--- config.mk ---
export PLATFORM = sky130hd
export DESIGN_NAME = base_initarb
export DESIGN_NICKNAME = d
export VERILOG_FILES = /design/src/rtl/base_initarb.sv
export SDC_FILE = /design/constraint.sdc
export NUM_CORES = 1
export LEC_CHECK = 0
export CAP_MARGIN = 0
export CORE_MARGIN = 2
export CORE_UTILIZATION = 48
export DETAILED_ROUTE_END_ITERATION = 10
export HOLD_SLACK_MARGIN = 0.08
export MAX_ROUTING_LAYER = met4
export PLACE_DENSITY = 0.83
export SLEW_MARGIN = 5
export SYNTH_ARGS = -nofsm -noshare
export SYNTH_HDL_FRONTEND = slang
export SYNTH_SLANG_ARGS = --single-unit
--- constraint.sdc ---
create_clock -name clk -period 4.7 [get_ports clk]
set_input_delay 0.705 -clock clk [delete_from_list [all_inputs] [get_ports clk]]
set_output_delay 0.705 -clock clk [all_outputs]
set_load 0.02 [all_outputs]
--- src/rtl/base_initarb.sv ---
// Write-port arbiter: sweeps INIT_VAL over every address (DEPTH-1 down to 0) after reset
// or reinit, then hands the single registered write slot to the external valid/ready stream.
module base_initarb #(
  parameter int               LOG_DEPTH = 4,
  parameter int               WIDTH     = 8,
  parameter logic [WIDTH-1:0] INIT_VAL  = '0
) (
  input  logic                 clk,
  input  logic                 reset,
  input  logic                 reinit,
  output logic                 init_done,
  input  logic                 i_v,
  output logic                 i_r,
  input  logic [LOG_DEPTH-1:0] i_a,
  input  logic [WIDTH-1:0]     i_d,
  output logic                 o_v,
  input  logic                 o_r,
  output logic [LOG_DEPTH-1:0] o_a,
  output logic [WIDTH-1:0]     o_d
);

  typedef enum logic [1:0] {
    ST_INIT,
    ST_ILAST,
    ST_RUN,
    ST_RWAIT
  } state_e;

  localparam logic [LOG_DEPTH-1:0] COUNT_MAX = '1;

  state_e               state_q, state_d;
  logic [LOG_DEPTH-1:0] count_q, count_d;
  logic                 o_v_q, o_v_d;
  logic [LOG_DEPTH-1:0] o_a_q, o_a_d;
  logic [WIDTH-1:0]     o_d_q, o_d_d;
  logic                 free;
  logic                 ext_ready;

  // The slot can take a new beat when empty or when its current beat leaves this cycle.
  assign free = ~o_v_q | o_r;

  always_comb begin
    // NOTE: every signal written here gets a default first, so no path infers a latch.
    state_d   = state_q;
    count_d   = count_q;
    o_v_d     = o_v_q & ~o_r;
    o_a_d     = o_a_q;
    o_d_d     = o_d_q;
    ext_ready = 1'b0;
    init_done = 1'b0;

    unique case (state_q)
      ST_INIT: begin
        if (free) begin
          o_v_d = 1'b1;
          o_a_d = count_q;
          o_d_d = INIT_VAL;
          if (count_q == '0) begin
            state_d = ST_ILAST;
          end else begin
            count_d = count_q - LOG_DEPTH'(1);
          end
        end
      end

      ST_ILAST: begin
        if (o_v_q & o_r) begin
          state_d = ST_RUN;
        end
      end

      ST_RUN: begin
        init_done = 1'b1;
        ext_ready = free & ~reinit;
        if (reinit) begin
          // A held external beat must drain before the sweep, so ordering is preserved.
          if (free) begin
            count_d = COUNT_MAX;
            state_d = ST_INIT;
          end else begin
            state_d = ST_RWAIT;
          end
        end else if (i_v & ext_ready) begin
          o_v_d = 1'b1;
          o_a_d = i_a;
          o_d_d = i_d;
        end
      end

      ST_RWAIT: begin
        if (o_r) begin
          count_d = COUNT_MAX;
          state_d = ST_INIT;
        end
      end

      default: begin
        state_d = ST_INIT;
      end
    endcase
  end

  // NOTE: flops use non-blocking assignments so every register samples pre-edge values.
  always_ff @(posedge clk or negedge reset) begin
    if (!reset) begin
      state_q <= ST_INIT;
      count_q <= COUNT_MAX;
      o_v_q   <= 1'b0;
      o_a_q   <= '0;
      o_d_q   <= '0;
    end else begin
      state_q <= state_d;
      count_q <= count_d;
      o_v_q   <= o_v_d;
      o_a_q   <= o_a_d;
      o_d_q   <= o_d_d;
    end
  end

  assign i_r = ext_ready;
  assign o_v = o_v_q;
  assign o_a = o_a_q;
  assign o_d = o_d_q;

endmodule
==> Yosys cells after proc, flatten, opt, wreduce, memory -nomap -nowiden <==
Index checks and enable logic that the tools add are counted.
{ "op_classes": {"eq_ne": 12, "add_sub_neg": 1, "n_reduce_logical": 7, "bitwise": 8, "n_mux": 27} }
{ "op_table": {"columns": ["operator", "n"], "rows": [
  ["4-bit two-way mux", 8],
  ["8-bit two-way mux", 3],
  ["2-bit != test (second input constant)", 9],
  ["8-bit one-hot mux with 2 select lines", 1],
  ["2-bit two-way mux", 6],
  ["4-bit one-hot mux with 3 select lines", 1],
  ["2-bit one-hot mux with 4 select lines", 1],
  ["4-bit one-hot mux with 2 select lines", 1],
  ["6-bit AND reduction", 1],
  ["1-bit two-way mux", 5],
  ["5-bit AND reduction", 1],
  ["1-bit AND", 4],
  ["2-bit equality test (second input constant)", 2],
  ["4-bit zero test", 1],
  ["4-bit AND reduction", 1],
  ["4-bit by 1-bit subtractor with 4-bit output (second input constant)", 1],
  ["1-bit NOT", 3],
  ["3-bit nonzero test", 1],
  ["2-bit by 1-bit equality test with 1-bit output (second input constant)", 1],
  ["2-bit zero test", 1],
  ["1-bit one-hot mux with 2 select lines", 1],
  ["2-bit nonzero test", 1],
  ["1-bit bitwise OR", 1]
]} }
{ "word_totals": {"elab_cells": 60, "inputBits": 17, "reg_bits": 19} }

==> Depth between registers and ports, before layout <==
{ "logic_depth": {"ltp_word": 7, "depth_mapped": 5, "depth_no_buf": 5} }

==> Worst setup path before layout <==
OpenSTA, ideal clock, no wires.
{ "synth_timing": {"path_kind": "in2out", "from": "input o_r", "to": "output i_r", "t_arrival_ps": 1218, "n_path_buf": 0, "stages": 2, "slack_ps": 2777, "required_ps": 3995, "path_cell_list": "nor2b_2 nor3_1"} }
{ "synth_via": {"elab_chain_len": 3} }
{ "synth_lines": {"columns": ["item", "line", "text"], "rows": [
  ["start, declared", "17", "input logic o_r,"],
  ["1-bit bitwise OR", "40", "assign free = ~o_v_q | o_r;"],
  ["1-bit AND", "74", "ext_ready = free & ~reinit;"],
  ["1-bit two-way mux", "52", "unique case (state_q)"],
  ["end, declared", "13", "output logic i_r,"]
]} }
Every way passes these cells.

==> Worst setup path in the final report <==
Same ends and word-level chain as after synthesis.

==> results.yml <==
cts:
  cts_buffers: 3
  path_clk_slew_ps: 110
  clockRootBuffer: "clkbuf_4"
  tritoncts: "built"
  postCtsHoldBufs: 0
  cts.repair.resized: 0
  numClockSinks: 19
  cts.repair_timing.setup_buffer_count: 0
  clock_insertion_delay_worst_skew_ps: 300
  cts-root-to-sink-buffers: 2
  htree_num_levels: 1
drt:
  avgViaCountPerCell: 5.78
  antenna_violating_nets_post_route: 0
  number_of_search_and_repair_iterations_in_the_first_detailed_routing_pass: 4
  routed_wire_length_per_instance_um: 15.1
  drt-met1-wl_um: 928
  drt_iter0_markers: 19
  drcViolationCount: 0
  wl_met2_um: 1080
  dr.max_layer_used: "met4"
  wl_um: 2130
  vias: 815
  met3RoutedLength_um: 97
synth:
  synth.net_count: 100
  ys_seq_area_frac: 0.495
  synth_cell_types: 37
  postSynthAreaPerCell_sq_um: 11.8
  synth-edff-count: 0
  async_flop_share: 1.00
  synth_seq_cells: 19
  yosys.cell_count.top_type: "dfrtp_1"
  yosysWarningCount: 0
  synth.largest_area_cell: "dfrtp_1"
  ys_top_cells_by_count: "15 x dfrtp_1, 8 x a22o_1, 6 x inv_1, 6 x mux2_2, 5 x a21oi_1"
  most_frequently_used_flop_master_after_synthesis: "dfrtp_1"
  synth_top_area_share: 0.387
  netlist_instances: 82
  netlist_top_cells_area: "dfrtp_1 39%, dfstp_2 11%, a22o_1 7.2%"
  syn_area_sq_um: 971
timing:
  slew_headroom: 0.462
  post-route-period-util: 0.629
  period_needed_ps: 2950
  setup_tns_ps: 0
  count_of_endpoints_failing_setup_in_the_final_report: 0
  maximum_operating_frequency_mhz: 339
  finalClockSkew_ps: 1.60
  number_of_pins_exceeding_their_max_slew_limit_in_the_final_report: 0
  unrepaired_setup_endpoints_after_global_routing: "no"
  finalHoldViolations: 0
  hold_ws_ps: 524
  worst_slew_pin_slew_ps: 804
final_layout:
  antennaDiodeCount: 0
  design.final.nets: 133
  final_layout_size_suffix_gt1_frac: 0.175
  area_growth_syn_to_layout_pct: 36.1
  final-instance-count-excl-fill: 141
power_and_ir_drop:
  combPwrFrac: 0.497
  p_clk_frac: 0.111
  internal_power_uw: 469
  power.net_switching_uw: 303
  power_density_nw_per_um2: 584
  sequentialPowerShare: 0.391
  swShare: 0.393
  ir_drop_uv: 384
  post-layout-total-power_uw: 772
  total_leakage_power_uw: 0.000563
setup_path:
  critical-path-top-cell-by-count: "clkdlybuf4s50_1"
  critPathSlowestCell: "clkdlybuf4s50_1"
  worstPathBufferInverterCount: 2
  critical_path.top_delay_family: "buffers and inverters"
  crit_path_end_kind: "output port"
  timing.critical_path.fanout_max: 7
  cp_cell_sequence: "clkdlybuf4s50_1 > nor2b_2 > nor3_1 > clkdlybuf4s50_1"
  critical-path-max-stage-delay_ps: 640
  crit_path_start_kind: "input pin"
  worst-setup-path-type: "input pin to output port"
  crit_required_ps: 3990
  arrival_ps: 2250
placed_design:
  io_buffers: 31
  place.gp.congestion: 0.851
  place_hpwl_um: 1550
  number_of_placed_instances_taps_included: 137
global_routing:
  grt_pass1_vias: 789
  global_route_wire_length_before_repair_um: 3640
  grt_antenna_before_repair: 0
  pin_count_of_the_biggest_net_entering_global_routing: 20
  combined_global_route_utilization_of_all_metal_layers: 0.203
  grt_remaining_overflow: 0
outcome:
  status: "finished, final reports clean"
floorplan:
  floorplan.initialDensity: 0.500
  io-pin-count: 32
  dieArea_sq_um: 2400
  std_cell_rows: 16
  dieWidth_um: 49.0
  die-height_um: 49.0
  core_region_area_sq_um: 1940
run:
  drv_cap: 0
worst_hold_path:
  hp-class: "flop to flop"
## metrics by stage
stage               worst slack [ps]  utilization  instance area, sq um
detailed placement              1760        0.666                  1290
CTS                             1740        0.680                  1320
global route                    1650        0.680                  1320
global placement                1830        0.666                  1290
floorplan                       2780            -                   971
finish                          1750        0.680                  1320
## worst register-to-register path, stage by stage (launching register included)
cell      delay [ps]
dfrtp_1          520
nand2b_1         300
inv_1            220
mux2_2           370
mux2_2           260
## power groups by stage
stage	Clock (uW)	Sequential, uW	Combinational, uW
floorplan	0	314	245
CTS	87.9	302	386
global route	92.9	314	416
detailed placement	0	304	385
finish	85.9	302	384
global placement	0	302	374
## cell usage in the layout (no fill, tap or decap), drive strengths merged, types with 2 or more instances in the layout
cell type	n
nor3	2
dfrtp	15
a22o	8
inv	6
nand2	3
clkbuf	3
dfstp	4
a21oi	5
nand2b	2
nor2	2
a211oi	2
clkdlybuf4s50	31
mux2	8
mux2i	2
## layout make-up
class                   count  area [sq um]
flip-flops and latches     19           480
multi-input cells          54           447
repair buffers             31           310
well taps                  27          33.8
clock buffers               3          22.5
clock inverters             1          5.00
fillers                   157           621
inverters                   6          22.5
## path summary, 6_finish.rpt
| check | slack, ps | depth (start not counted) | endpoint | startpoint |
|---|---|---|---|---|
| min | 520 | 1 | o_d[0]$_DFFE_PN0P_ | o_d[0]$_DFFE_PN0P_ |
| max in group asynchronous | 3350 | 1 | o_d[2]$_DFFE_PN0P_ | reset |
| max reg2reg | 2930 | 4 | o_a[1]$_DFFE_PN0P_ | state_q[0]$_DFFE_PN0P_ |
| min in group asynchronous | 850 | 1 | o_a[2]$_DFFE_PN0P_ | reset |
| min reg2reg | 520 | 1 | o_d[0]$_DFFE_PN0P_ | o_d[0]$_DFFE_PN0P_ |
| max | 1750 | 4 | i_r | o_r |
## cell families after synthesis
logic type / count (synthesis) / share of synthesized area
flip-flops: 19 / 0.495
buffers and inverters: 9 / 0.0451
AND/OR/NAND/NOR: 18 / 0.125
multiplexers: 10 / 0.121
AO/OA/AOI/OAI: 25 / 0.201
adder cells (fa/ha/maj): 1 / 0.0129
## sequential cells by signal, indices dropped and copies added (netlist names)
name     flops
o_d          8
o_a          4
count_q      4
o_v          1
state_q      2
## layer usage
metal,global-route usage,vias up
li1,-,379
met2,0.320,27
met4,0.0810,0
met5,-,-
met3,0.0399,4
met1,0.257,405
(Power assumes the default switching activity.)
